[src/rtl/reg_file_pkg.sv]
// Shared widths, types and constants for the general-purpose register file.
// Pure definitions, no logic.
package reg_file_pkg;
  localparam int DATA_W   = 32;
  localparam int ADDR_W   = 5;
  localparam int NUM_REGS = 2**ADDR_W;

  typedef logic [ADDR_W-1:0] reg_addr_t;
  typedef logic [DATA_W-1:0] reg_data_t;

  localparam reg_addr_t REG_ZERO = '0;
endpackage

[src/rtl/reg_file_read_port.sv]
// One registered read port: zero-register check, optional write bypass, output flop.
// Latency 1 cycle; holds its output while en or rd_en is low (no backpressure path).
module reg_file_read_port #(
  parameter int DATA_W = reg_file_pkg::DATA_W,
  parameter int ADDR_W = reg_file_pkg::ADDR_W
) (
  input  logic              clk,
  input  logic              reset,
  input  logic              en,
  input  logic              rd_en,
  input  logic [ADDR_W-1:0] addr,
  input  logic [DATA_W-1:0] rf [2**ADDR_W],
  input  logic              wr_fire,
  input  logic [ADDR_W-1:0] wr_addr,
  input  logic [DATA_W-1:0] wr_data,
  output logic [DATA_W-1:0] dout
);
  import reg_file_pkg::*;

  logic [DATA_W-1:0] rdata;

  always_comb begin
    rdata = rf[addr];
`ifdef REGFILE_BYPASS_EN
    // Write-first: a same-edge write to this address wins over the stored word.
    if (wr_fire && (wr_addr == addr)) rdata = wr_data;
`endif
    if (addr == ADDR_W'(REG_ZERO)) rdata = '0;
  end

`ifndef REGFILE_BYPASS_EN
  logic unused_bypass;
  assign unused_bypass = &{1'b0, wr_fire, wr_addr, wr_data};
`endif

  always_ff @(posedge clk) begin
    if (reset) begin
      dout <= '0;
    end else if (en && rd_en) begin
      dout <= rdata;
    end
  end
endmodule

[src/rtl/reg_file.sv]
// 32x32 register file, two registered read ports, one write port, r0 hardwired to 0.
// Read latency 1 cycle, write visible to reads issued on the next edge; REGFILE_BYPASS_EN makes same-edge reads write-first.
// No backpressure: en=0 freezes all state, readEn=0 holds the outputs.
module reg_file #(
  parameter int DATA_W = reg_file_pkg::DATA_W,
  parameter int ADDR_W = reg_file_pkg::ADDR_W
) (
  input  logic              clk,
  input  logic              reset,
  input  logic              en,
  input  logic              readEn,
  input  logic              writeEn,
  input  logic [ADDR_W-1:0] rs1,
  input  logic [ADDR_W-1:0] rs2,
  input  logic [ADDR_W-1:0] rd,
  input  logic [DATA_W-1:0] dataIn,
  output logic [DATA_W-1:0] readOut1,
  output logic [DATA_W-1:0] readOut2
);
  import reg_file_pkg::*;

  localparam int NREGS = 2**ADDR_W;

  logic [DATA_W-1:0] rf [NREGS];
  logic              wr_fire;

  // rd=0 never fires, so rf[0] stays at its reset value of zero.
  assign wr_fire = en && writeEn && (rd != ADDR_W'(REG_ZERO));

  always_ff @(posedge clk) begin
    if (reset) begin
      for (int i = 0; i < NREGS; i++) rf[i] <= '0;
    end else if (wr_fire) begin
      rf[rd] <= dataIn;
    end
  end

  reg_file_read_port #(.DATA_W(DATA_W), .ADDR_W(ADDR_W)) u_rp1 (
    .clk     (clk),
    .reset   (reset),
    .en      (en),
    .rd_en   (readEn),
    .addr    (rs1),
    .rf      (rf),
    .wr_fire (wr_fire),
    .wr_addr (rd),
    .wr_data (dataIn),
    .dout    (readOut1)
  );

  reg_file_read_port #(.DATA_W(DATA_W), .ADDR_W(ADDR_W)) u_rp2 (
    .clk     (clk),
    .reset   (reset),
    .en      (en),
    .rd_en   (readEn),
    .addr    (rs2),
    .rf      (rf),
    .wr_fire (wr_fire),
    .wr_addr (rd),
    .wr_data (dataIn),
    .dout    (readOut2)
  );
endmodule

[config.mk]
export PLATFORM = sky130hd
export DESIGN_NAME = reg_file
export DESIGN_NICKNAME = d
export VERILOG_FILES = /design/src/rtl/reg_file_pkg.sv /design/src/rtl/reg_file_read_port.sv /design/src/rtl/reg_file.sv
export SDC_FILE = /design/constraint.sdc
export NUM_CORES = 2
export LEC_CHECK = 0
export ABC_AREA = 0
export BUFFER_PORTS_ARGS = -buffer_cell sky130_fd_sc_hd__buf_2
export CORE_MARGIN = 1.5
export CORE_UTILIZATION = 50
export DETAILED_ROUTE_END_ITERATION = 7
export PLACE_DENSITY_LB_ADDON = 0.08
export SKIP_CTS_REPAIR_TIMING = 1
export SLEW_MARGIN = 20
export SYNTH_ARGS = -nofsm -noshare
export SYNTH_HDL_FRONTEND = slang
export SYNTH_SLANG_ARGS = --single-unit
export TNS_END_PERCENT = 5
[constraint.sdc]
create_clock -name clk -period 2.3 [get_ports clk]
set_input_delay 0.115 -clock clk [delete_from_list [all_inputs] [get_ports clk]]
set_output_delay 0.115 -clock clk [all_outputs]
set_load 0.01 [all_outputs]
==> flow_metrics.env <==
export IMPL_reg2reg_setup_slack_ns=0.58
export IMPL_hp_class="input pin to register"
export IMPL_synth_flop_cell="dfxtp_1"
export IMPL_drtIter0Drc=6875
export IMPL_synthArstFlopShare_pct=0
export IMPL_ys_ff_latch=1088
export IMPL_worstRegToRegCells=4
export IMPL_fmax_ghz=0.502
export IMPL_critPathLaunchType="input pin"
export IMPL_synthMuxAreaShare_pct=22.3
export IMPL_finalCritPeriodShare_pct=86.6
export IMPL_vias=50100
export IMPL_root_buffer="clkbuf_16"
export IMPL_core_sq_um=109000
export IMPL_path_max_fanout=25
export IMPL_synth_cells=6196
export IMPL_reg2reg_to="u_rp2.dout[24]"
export IMPL_fp_dieH_um=334
export IMPL_area_growth_pct=14.3
export IMPL_end_kind="register"
export IMPL_cts_buffer_depth=3
export IMPL_power_density_nw_per_um2=678
export IMPL_max_vdd_ir_drop_mv=0.636
export IMPL_grt_pass1_wl_mm=326
export IMPL_crit_end="u_rp2.dout[24]"
export IMPL_status="complete, no violations"
export IMPL_cts_htree_levels=3
export IMPL_slew_violations=0
export IMPL_grtUsageTotal_pct=39.8
export IMPL_die_area_sq_um=112000
export IMPL_synth_warnings=0
export IMPL_hold_viol_final=0
export IMPL_power_mw=42.5
export IMPL_setup_viol=0
export IMPL_dp_cells=7395
export IMPL_synth_largest_area_cell="dfxtp_1"
export IMPL_cap_violations=0
export IMPL_grt_pass1_vias=46300
export IMPL_synth_seq_area_share_pct=39.8
export IMPL_avgSynthCellArea_sq_um=8.84
export IMPL_wl_mm=227
export IMPL_synth_edf_count=0
export IMPL_final_setup_worst_slack_ns=0.307
export IMPL_drive_gt1_share_pct=17.7
export IMPL_hpwlAfterDp_mm=143
export IMPL_power_leakage_nw=21.4
export IMPL_cts_buffers=118
export IMPL_netlist_top_cells_area="dfxtp_1 40%, mux4_2 16%, nand2_1 14%"
export IMPL_cts_tree="done"
export IMPL_wl_per_cell_um=29.6
export IMPL_insertion_delay_ns=0.74
export IMPL_drc=0
export IMPL_post_synth_and_or_nand_nor_area_fraction_pct=18.2
export IMPL_synth_distinct_cells=39
export IMPL_grt_setup_unrepaired="false"
export IMPL_synth_compound_area_share_pct=14.2
export IMPL_dr_pass1_iters=6
export IMPL_r2r_start="rf[824]"
export IMPL_setup_worst_path_start="reset"
export IMPL_die_x_um=334
export IMPL_yosys_top_cells_count="2,088 x nand2_1, 1,088 x dfxtp_1, 993 x a21oi_1"
export IMPL_fin_cells=7653
export IMPL_syn_area_sq_um=54800
export IMPL_place_congestion=0.913
export IMPL_gr_total_overflow=0
export IMPL_row_count=121
export IMPL_synth_top_family_by_area="multiplexers"
export IMPL_fin_crit_ns=1.99
export IMPL_antenna_found_initial=15
export IMPL_path_class="input pin to register"
export IMPL_utilization_pct=57.6
export IMPL_start_util_pct=50.4
export IMPL_grt_max_degree=197
export IMPL_detail_route_antenna_nets=0
export IMPL_synth_most_common_cell="nand2_1"
export IMPL_maxSlewHeadroom_pct=21.8
export IMPL_via_per_inst=6.55
export IMPL_cts_clk_slew_worst_paths_ns=0.07
export IMPL_io_pins=116
export IMPL_synth_fa_ha_area_share_pct=0
export IMPL_cts_sinks=1088
export IMPL_nets=6188
export IMPL_synth_top_area_share_pct=39.8
export IMPL_port_buffers=115
export IMPL_worstMarginPinSlew_ns=1.17
export IMPL_synthXorXnorAreaFrac_pct=0
export IMPL_cp_required_ns=2.98
export IMPL_n_fill_cell=9486
export IMPL_pre_cts_ws_ns=0.153
export IMPL_fin_skew_ns=0.0413
export IMPL_synth_fp_nets=6248
export IMPL_fin_setup_tns_ns=0
export IMPL_worstPathArrival_ns=2.67
## sequential cells by signal, indices dropped and copies added, names as in the netlist
signal      cells
u_rp1.dout     32
rf           1024
u_rp2.dout     32
## per-stage QoR
stage | hold slack (ns) | cell area, sq um
2_1_floorplan | 0.251 | 54800
3_3_place_gp | 0.434 | 58300
3_5_place_dp | 0.425 | 58300
4_1_cts | -0.353 | 62300
5_1_grt | 0.0338 | 62600
6_report | 0.0242 | 62600
## cell families after synthesis
group                  count (synthesis)
AO/OA/AOI/OAI                       1342
buffers and inverters                654
flip-flops                          1088
multiplexers                         741
AND/OR/NAND/NOR                     2371
## cell usage in the layout, fill, tap and decap left out, types with 8 or more instances in the layout
cell type / count
nand4_1: 67
clkinv_2: 29
dlygate4sd3_1: 35
a211oi_1: 27
clkbuf_8: 29
o31ai_1: 27
nor2b_1: 63
a31o_1: 30
diode_2: 8
clkbuf_1: 22
buf_12: 106
dfxtp_1: 1088
o2111ai_1: 37
buf_4: 220
buf_2: 106
nor3_4: 28
a22oi_1: 128
a21o_1: 37
o2111a_1: 27
nand3_2: 29
nand4b_1: 64
nand2_1: 2088
mux4_2: 384
clkbuf_16: 120
a21boi_0: 27
mux2i_1: 357
a21oi_1: 992
bufinv_16: 10
## critical path: stages
cell and delay (ns):
dlygate4sd3_1 0.56, buf_8 0.18, and3b_4 0.43, buf_12 0.21
o311ai_4 0.15, buf_12 0.20, o2111ai_1 0.55, a31o_2 0.18
## where the power goes
group / switching [mW] / internal, mW / leakage, nW
Combinational: 2.37 / 1.17 / 10.7
Sequential: 0.106 / 18.9 / 8.77
Clock: 8.33 / 11.5 / 1.99
Total: 10.8 / 31.6 / 21.4
## layer usage
metal / vias to the layer above / track usage [%] / wire, um
met2: 3134 / 59.9 / 100000
met5: - / 0 / 108
met4: 16 / 19.0 / 11700
met3: 628 / 9.75 / 26300
met1: 24700 / 53.6 / 88700
li1: 21600 / - / -
## worst min-delay path by stage
stage                from              to  slack, ns  cells after the start
5_1_grt            rs2[3]  u_rp2.dout[19]       0.03                      4
4_1_cts             reset         rf[441]      -0.35                      2
3_3_place_gp        reset         rf[409]       0.43                      2
6_report           rs2[3]  u_rp2.dout[19]       0.02                      4
2_1_floorplan  dataIn[10]          rf[10]       0.25                      2
3_5_place_dp        reset         rf[441]       0.43                      2
## area by class of cell
cell class / instances / area [sq um] / share of cell area (%)
clock buffer: 170 / 3470 / 5.54
antenna: 8 / 20.0 / 0.0320
multi-input combinational: 4454 / 30300 / 48.4
timing repair buffer: 474 / 4760 / 7.60
tap: 1414 / 1770 / 2.82
clock inverter: 45 / 514 / 0.821
sequential: 1088 / 21800 / 34.8
(Power assumes the default switching activity.)
